## src/rtl/mem_traffic_gen.sv

```systemverilog
// Memory traffic generator: writes a pattern over NUM_WORDS words, then reads
// the same words back and checks them against the pattern.
module mem_traffic_gen #(
    parameter int unsigned ADDR_W    = 28,
    parameter int unsigned DATA_W    = 128,
    parameter int unsigned NUM_WORDS = 256,
    parameter int unsigned ADDR_STEP = 8,
    parameter int unsigned PATTERN   = 0,
    parameter int unsigned LOOP      = 0
) (
    input  logic              clk_i,
    input  logic              rst_i,
    input  logic              start_i,
    input  logic              calib_done_i,
    input  logic [ADDR_W-1:0] base_addr_i,
    output logic [ADDR_W-1:0] app_addr_o,
    output logic [2:0]        app_cmd_o,
    output logic              app_en_o,
    input  logic              app_rdy_i,
    output logic [DATA_W-1:0] app_wdf_data_o,
    output logic              app_wdf_wren_o,
    output logic              app_wdf_end_o,
    input  logic              app_wdf_rdy_i,
    input  logic [DATA_W-1:0] app_rd_data_i,
    input  logic              app_rd_data_valid_i,
    output logic              busy_o,
    output logic              done_o,
    output logic              pass_o,
    output logic [15:0]       err_cnt_o,
    output logic [ADDR_W-1:0] first_err_addr_o,
    output logic [15:0]       pass_cnt_o
);

    localparam int unsigned LANES = DATA_W / 32;
    localparam int unsigned IDX_W = $clog2(NUM_WORDS + 1);

    localparam logic [IDX_W-1:0]  IDX_ONE  = IDX_W'(1);
    localparam logic [IDX_W-1:0]  LAST_IDX = IDX_W'(NUM_WORDS - 1);
    localparam logic [IDX_W-1:0]  ALL_IDX  = IDX_W'(NUM_WORDS);
    localparam logic [ADDR_W-1:0] STEP     = ADDR_W'(ADDR_STEP);
    localparam logic [2:0]        CMD_WR   = 3'b000;
    localparam logic [2:0]        CMD_RD   = 3'b001;

    typedef enum logic [2:0] {
        IDLE  = 3'd0,
        WRITE = 3'd1,
        READ  = 3'd2,
        DRAIN = 3'd3,
        DONE  = 3'd4
    } state_t;

    state_t            state_q, state_d;
    logic [ADDR_W-1:0] base_q, base_d;
    logic [IDX_W-1:0]  idx_q, idx_d;          // word being issued
    logic [IDX_W-1:0]  ret_idx_q, ret_idx_d;  // word expected on the return path
    logic [ADDR_W-1:0] ret_addr_q, ret_addr_d;

    logic [ADDR_W-1:0] addr_d;
    logic [2:0]        cmd_d;
    logic              en_d;
    logic [DATA_W-1:0] wdata_d;
    logic              wren_d;
    logic              wend_d;
    logic              busy_d;
    logic              done_d;
    logic              pass_d;
    logic [15:0]       err_d;
    logic [ADDR_W-1:0] first_d;
    logic [15:0]       pcnt_d;

    logic              cmd_acc;
    logic              dat_acc;
    logic              cmd_clear;
    logic              dat_clear;
    logic              load;
    logic [ADDR_W-1:0] load_base;

    // Lane k of word idx is idx+k, optionally inverted
    function automatic logic [DATA_W-1:0] pattern_word(input logic [IDX_W-1:0] idx);
        logic [DATA_W-1:0] w;
        logic [31:0]       lane;
        w = '0;
        for (int k = 0; k < int'(LANES); k++) begin
            lane = 32'(idx) + 32'(k);
            w[k*32 +: 32] = (PATTERN != 0) ? ~lane : lane;
        end
        return w;
    endfunction

    // Next-state, handshake tracking, read-back checking and output values
    always_comb begin
        state_d    = state_q;
        base_d     = base_q;
        idx_d      = idx_q;
        ret_idx_d  = ret_idx_q;
        ret_addr_d = ret_addr_q;
        addr_d     = app_addr_o;
        cmd_d      = app_cmd_o;
        en_d       = app_en_o;
        wdata_d    = app_wdf_data_o;
        wren_d     = app_wdf_wren_o;
        wend_d     = app_wdf_end_o;
        done_d     = done_o;
        pass_d     = pass_o;
        err_d      = err_cnt_o;
        first_d    = first_err_addr_o;
        pcnt_d     = pass_cnt_o;
        load       = 1'b0;
        load_base  = base_q;

        cmd_acc   = app_en_o & app_rdy_i;
        dat_acc   = app_wdf_wren_o & app_wdf_rdy_i;
        cmd_clear = ~app_en_o | cmd_acc;
        dat_clear = ~app_wdf_wren_o | dat_acc;

        // Returned data is checked in order, independent of command issue
        if (((state_q == READ) || (state_q == DRAIN)) && app_rd_data_valid_i
            && (ret_idx_q < ALL_IDX)) begin
            if (app_rd_data_i != pattern_word(ret_idx_q)) begin
                if (err_cnt_o == 16'd0) begin
                    first_d = ret_addr_q;
                end
                if (err_cnt_o != 16'hFFFF) begin
                    err_d = err_cnt_o + 16'd1;
                end
            end
            ret_idx_d  = ret_idx_q + IDX_ONE;
            ret_addr_d = ret_addr_q + STEP;
        end

        case (state_q)
            IDLE: begin
                if (start_i && calib_done_i) begin
                    load      = 1'b1;
                    load_base = base_addr_i;
                    err_d     = '0;
                    first_d   = '0;
                end
            end
            WRITE: begin
                if (cmd_clear && dat_clear) begin
                    if (idx_q == LAST_IDX) begin
                        state_d = READ;
                        idx_d   = '0;
                        addr_d  = base_q;
                        cmd_d   = CMD_RD;
                        en_d    = 1'b1;
                        wren_d  = 1'b0;
                        wend_d  = 1'b0;
                    end else begin
                        idx_d   = idx_q + IDX_ONE;
                        addr_d  = app_addr_o + STEP;
                        en_d    = 1'b1;
                        wren_d  = 1'b1;
                        wend_d  = 1'b1;
                        wdata_d = pattern_word(idx_q + IDX_ONE);
                    end
                end else begin
                    en_d   = ~cmd_clear;
                    wren_d = ~dat_clear;
                    wend_d = ~dat_clear;
                end
            end
            READ: begin
                if (cmd_acc) begin
                    if (idx_q == LAST_IDX) begin
                        state_d = DRAIN;
                        en_d    = 1'b0;
                    end else begin
                        idx_d  = idx_q + IDX_ONE;
                        addr_d = app_addr_o + STEP;
                    end
                end
            end
            DRAIN: begin
                if (ret_idx_d == ALL_IDX) begin
                    state_d = DONE;
                end
            end
            DONE: begin
                if (start_i && calib_done_i) begin
                    load      = 1'b1;
                    load_base = base_addr_i;
                    err_d     = '0;
                    first_d   = '0;
                end else if (LOOP != 0) begin
                    load = 1'b1;
                end
            end
            default: begin
                state_d = IDLE;
            end
        endcase

        // Pass bookkeeping happens once, on the cycle DONE is entered
        if ((state_d == DONE) && (state_q != DONE)) begin
            done_d = 1'b1;
            pass_d = (err_d == 16'd0);
            pcnt_d = pass_cnt_o + 16'd1;
        end

        // Start (or restart) a write phase from word 0
        if (load) begin
            state_d    = WRITE;
            base_d     = load_base;
            idx_d      = '0;
            ret_idx_d  = '0;
            ret_addr_d = load_base;
            addr_d     = load_base;
            cmd_d      = CMD_WR;
            en_d       = 1'b1;
            wdata_d    = pattern_word('0);
            wren_d     = 1'b1;
            wend_d     = 1'b1;
            done_d     = 1'b0;
        end

        busy_d = (state_d == WRITE) || (state_d == READ) || (state_d == DRAIN);
    end

    // State and registered outputs, synchronous active-low reset
    always_ff @(posedge clk_i) begin
        if (!rst_i) begin
            state_q          <= IDLE;
            base_q           <= '0;
            idx_q            <= '0;
            ret_idx_q        <= '0;
            ret_addr_q       <= '0;
            app_addr_o       <= '0;
            app_cmd_o        <= '0;
            app_en_o         <= 1'b0;
            app_wdf_data_o   <= '0;
            app_wdf_wren_o   <= 1'b0;
            app_wdf_end_o    <= 1'b0;
            busy_o           <= 1'b0;
            done_o           <= 1'b0;
            pass_o           <= 1'b0;
            err_cnt_o        <= '0;
            first_err_addr_o <= '0;
            pass_cnt_o       <= '0;
        end else begin
            state_q          <= state_d;
            base_q           <= base_d;
            idx_q            <= idx_d;
            ret_idx_q        <= ret_idx_d;
            ret_addr_q       <= ret_addr_d;
            app_addr_o       <= addr_d;
            app_cmd_o        <= cmd_d;
            app_en_o         <= en_d;
            app_wdf_data_o   <= wdata_d;
            app_wdf_wren_o   <= wren_d;
            app_wdf_end_o    <= wend_d;
            busy_o           <= busy_d;
            done_o           <= done_d;
            pass_o           <= pass_d;
            err_cnt_o        <= err_d;
            first_err_addr_o <= first_d;
            pass_cnt_o       <= pcnt_d;
        end
    end

endmodule

```

## config.mk

```make
export PLATFORM = sky130hd
export DESIGN_NAME = mem_traffic_gen
export DESIGN_NICKNAME = d
export VERILOG_FILES = /design/src/rtl/mem_traffic_gen.sv
export SDC_FILE = /design/constraint.sdc
export NUM_CORES = 1
export LEC_CHECK = 0
export CAP_MARGIN = 20
export CORE_UTILIZATION = 42
export DETAILED_ROUTE_END_ITERATION = 16
export GPL_TIMING_DRIVEN = 0
export PLACE_DENSITY = 0.74
export SKIP_CTS_REPAIR_TIMING = 1
export SYNTH_ARGS = -nofsm -noshare
export SYNTH_HDL_FRONTEND = slang
export SYNTH_SLANG_ARGS = --single-unit
```

## constraint.sdc

```tcl
create_clock -name clk_i -period 3.7 [get_ports clk_i]
set_input_delay 0.74 -clock clk_i [delete_from_list [all_inputs] [get_ports clk_i]]
set_output_delay 0.74 -clock clk_i [all_outputs]
set_load 0.02 [all_outputs]
```

# Word-level counts from Yosys, hierarchy flattened
# Cells that the tools add are included.
# classes
addsub,12
n_lt_le_gt_ge,1
n_eq_ne,21
muxes,48
n_bitwise,10
reduce_logical,24
# op_table
op,count
$mux 28,14
$mux 98,4
$ne 128x106->1,1
$mux 16,5
$add 28x4->28 const B,2
$pmux 28 s2,1
$mux 9,5
$add 9x2->10 const B,4
$add 16x1->16 const B,2
$logic_not 16->1,2
$add 9x1->10 const B,2
$add 9x1->9 const B,2
$mux 3,6
$pmux 9 s2,1
$ne 16x16->1 const B,1
$eq 3x2->1 const B,4
$ne 3x3->1 const B,4
$pmux 3 s4,1
$reduce_and 3->1,4
$mux 1,10
$eq 9x8->1 const B,1
$eq 9x9->1 const B,1
$lt 9x9->1 const B,1
$ne 2x2->1 const B,4
14 further kinds,34
# totals
regBits,254
in_bits,163
wordCells,133

# Depth between registers and ports, before layout
# logic_depth
ltp_word,12
ltp_mapped,16

# Least setup slack after synthesis
# Ideal clock, no wire load.
# synth_timing
path_type,reg2reg
from,register ret_idx_q[0]
to,register pass_o
setup_time_ns,0.075
arrival_ns,3.310
required_ns,3.625
setup_slack_ns,0.315
path_stages_with_launch,14
n_path_buf,1
cell_sequence,dfxtp_1 clkbuf_1 inv_1 ha_1 xnor2_1 or3_1 a22oi_1 nand4_1 or4b_4 o21ai_4 mux2_2 o221ai_1 nand4_1 o22ai_1
# synth_between
elab_chain_len,8
word_cells_on_any_way,18
cone_classes,add/sub: 4; order compare: 1; eq/ne: 3; mux: 7; reduce/logical: 3
# synth_rtl
item,line,rtl
start: declaration,55,"logic [IDX_W-1:0] ret_idx_q, ret_idx_d;"
start signal: assignment,245,ret_idx_q <= ret_idx_d;
branches (longest 8 deep; another with $add 9x1->10),-,
end signal: assignment,255,pass_o <= pass_d;
end: declaration,28,"output logic pass_o,"
# Parallel ways; which one is timed is not known.
# A chain may end at the register's enable or synchronous reset.

# Worst setup path after layout
# Ends and elaborated chain as after synthesis.

==> flow_summary.toml <==
[floorplan]
num_rows = 60
io_pins = 388
core_mm2 = 0.02710
die_area_mm2 = 0.02852
start_util = 0.4316
die_extent_in_x_um = 168.9
chipHeight_um = 168.9

[worst_setup_path]
worstPathArrival_ns = 4.07
cp_cell_sequence = "buf_4, inv_1, ha_1, xnor2_1, or3_1, a22oi_2, nand4_1, or4b_4, o21ai_4, mux2_2, o221ai_1, nand4_1, o22ai_1"
worstPathMaxFanout = 10
critPathKind = "register to register"
critPathSlowestCell = "or4b_4"
critical_path_capture_point_type = "register"
critical_path.n_buffers_inverters = 2
cp-start-kind = "register"
crit_path_max_incr_delay_ns = 0.62
critical_path.most_common_cell = "nand4_1"
cpLargestDelayFamily = "simple AND/OR/NAND/NOR gates"
critical_path_required_ns = 4.17

[sta]
fin_skew_ns = 0.03965
period_minus_slack_ns = 3.600
hold-worst-slack_ns = 0.4539
final.setup.worst_slack_ns = 0.1004
drv_slew = 0
timing.slew.headroom = 0.4634
final.period_utilization = 0.9729
fmax_mhz = 277.8
rsz0062_at_grt = "true"
report.final.hold_viol_count = 0
setup_violations = 0
worstMarginPinSlew_ns = 0.7992

[placement]
place_worst_setup_slack_ns = -0.5366
routabilityCongestion = 0.9819
dp.final_hpwl_um = 31450
io_buffer_count = 296
inst_count_dp = 2269

[final_layout]
filler_cell_count = 2438
drive_gt1_frac = 0.09882
final_util = 0.6049
areaGrowthSynthToFinish_pct = 40.14
layoutNonFillerInstCount = 2317
seq_area_mm2 = 0.004169
fin_nets = 2105
multi_input_combinational_cell_area_mm2 = 0.006738

[clocking]
cts_htree_levels = 1
cts.reportedPaths.clkPinSlew_ns = 0.06
cts_made_buffers = 24
cts_tree = "yes"
worstSkewPairLatency_ns = 0.54
clock_root_buffer = "clkbuf_16"
cts-root-to-sink-buffers = 3
clkSinkCount = 208

[routing]
route.top_layer_used = "met5"
postRouteAntennaNets = 0
post-route-drc-count = 0
first_pass_iters = 7
vias_per_cell = 5.438
via_count = 12600
detail_route.iter0.violations = 978
met1_wire_length_um = 17340
routed_wl_um = 41480
dr_wl_met3_um = 4570
wl_met2_um = 17910
detail_route.wl_per_cell_um = 17.90

[pwr]
post-layout-total-power_mw = 5.707
power_density_mw_per_mm2 = 348.1
peakVddDrop_uv = 435.8
cellLeakagePower_nw = 6.001

[global_route]
grt_first_pass_wirelength_um = 63360
grt-ovfl-total = 0
grt_antenna_before_repair = 5
grt.total_usage = 0.2807
maximum_number_of_pins_on_one_net_before_global_route_repair = 14
grt_pass1_vias = 11760

[yosys]
postSynthAreaPerCell_um2 = 7.742
number_of_synthesized_flops_with_an_enable_pin = 0
synth.most_common_cell = "dfxtp_1"
synth_seq_area_share = 0.3560
synth-warning-count = 0
netlist_instances = 1511
synth-async-reset-ratio = 0
synthDistinctLibCells = 73
postSynth.topFlopCell = "dfxtp_1"
synth_area_leaders = "dfxtp_1 36%, a21oi_1 6.7%, buf_4 6.2%, nor2_1 5.9%, nand2_1 5.8%"
synth_largest_type_area_fraction = 0.3560
synth_top_cells_by_count = "208 x dfxtp_1, 184 x nor2_1, 182 x nand2_1"
netlist_area_mm2 = 0.01170
synth.ff_latch_count = 208
netlist.top_cell.by_area = "dfxtp_1"

[flow_run]
cap_violations = 0

[min_path]
hold_path_class = "register to register"

[run_status]
run_status = "completed"
-- stage by stage --
| step | area [um2] | setup TNS (ns) |
|---|---|---|
| finish | 16390 | 0 |
| global route | 16390 | -0.05260 |
| CTS | 16310 | -4.205 |
| detailed placement | 15460 | -6.702 |
| global placement | 15460 | -5.508 |
| floorplan | 12040 | 0 |
-- layout by cell type, fill, tap and decap left out, drive strengths merged, types with 7 or more instances in the layout --
master,n
a211oi,11
a21oi,157
a31oi,12
and2,7
and3,23
and4,11
buf,119
clkbuf,104
clkdlybuf4s50,296
conb,91
dfxtp,208
ha,15
inv,20
mux2i,36
nand2,182
nand3,51
nand4,43
nor2,184
nor2b,10
nor3,24
nor4,52
o211ai,9
o21ai,45
o221ai,17
or3,17
xnor2,62
xor2,42
-- worst min-delay path: cells and delay by family, from the launching register on --
family          cells  cell delay [ns]
compound gates      1             0.05
flops               1             0.31
simple gates        1             0.05
-- layer usage --
metal	vias to the layer above	GRT usage
met2	700	0.4404
met5	-	0
met4	8	0.1091
li1	5994	-
met3	124	0.07131
met1	5775	0.3682
-- cell type report --
class / count / share of cell area
Buffer: 185 / 0.06717
Timing Repair Buffer: 301 / 0.1829
Antenna cell: 2 / 0.0003053
Multi-Input combinational cell: 1187 / 0.4110
Sequential cell: 208 / 0.2543
Inverter: 20 / 0.004579
Clock inverter: 9 / 0.009006
Tap cell: 372 / 0.02839
Clock buffer: 33 / 0.04236
-- power breakdown --
group	internal, mW	total [mW]	switching (mW)
clock	1.52	2.49	0.963
combinational	0.387	0.844	0.457
sequential	2.31	2.38	0.0691
-- sequential cells by signal, indices dropped and copies added (netlist names) --
signal	cells
app_cmd_o	1
ret_idx_q	9
app_wdf_end_o	1
app_addr_o	28
done_o	1
idx_q	9
app_wdf_data_o	37
app_en_o	1
err_cnt_o	16
ret_addr_q	28
pass_cnt_o	16
first_err_addr_o	28
pass_o	1
base_q	28
busy_o	1
state_q	3
-- kinds of logic after synthesis --
| group | share of synthesized area |
|---|---|
| AND/OR/NAND/NOR | 0.2626 |
| AO/OA/AOI/OAI | 0.1553 |
| flip-flops | 0.3560 |
| buffers and inverters | 0.09916 |
| XOR/XNOR | 0.07787 |
| multiplexers | 0.03273 |
| adder cells (fa/ha/maj) | 0.01604 |
| other | 0.0003206 |
-- path summary, 6_finish.rpt --
check | startpoint | endpoint | slack [ns] | depth (start not counted)
setup / recovery | ret_idx_q[0] | pass_o | 0.10 | 13
hold / removal | base_q[6] | base_q[6] | 0.45 | 2
setup reg to reg | ret_idx_q[0] | pass_o | 0.10 | 13
hold reg to reg | base_q[6] | base_q[6] | 0.45 | 2
(Power assumes the default switching activity.)
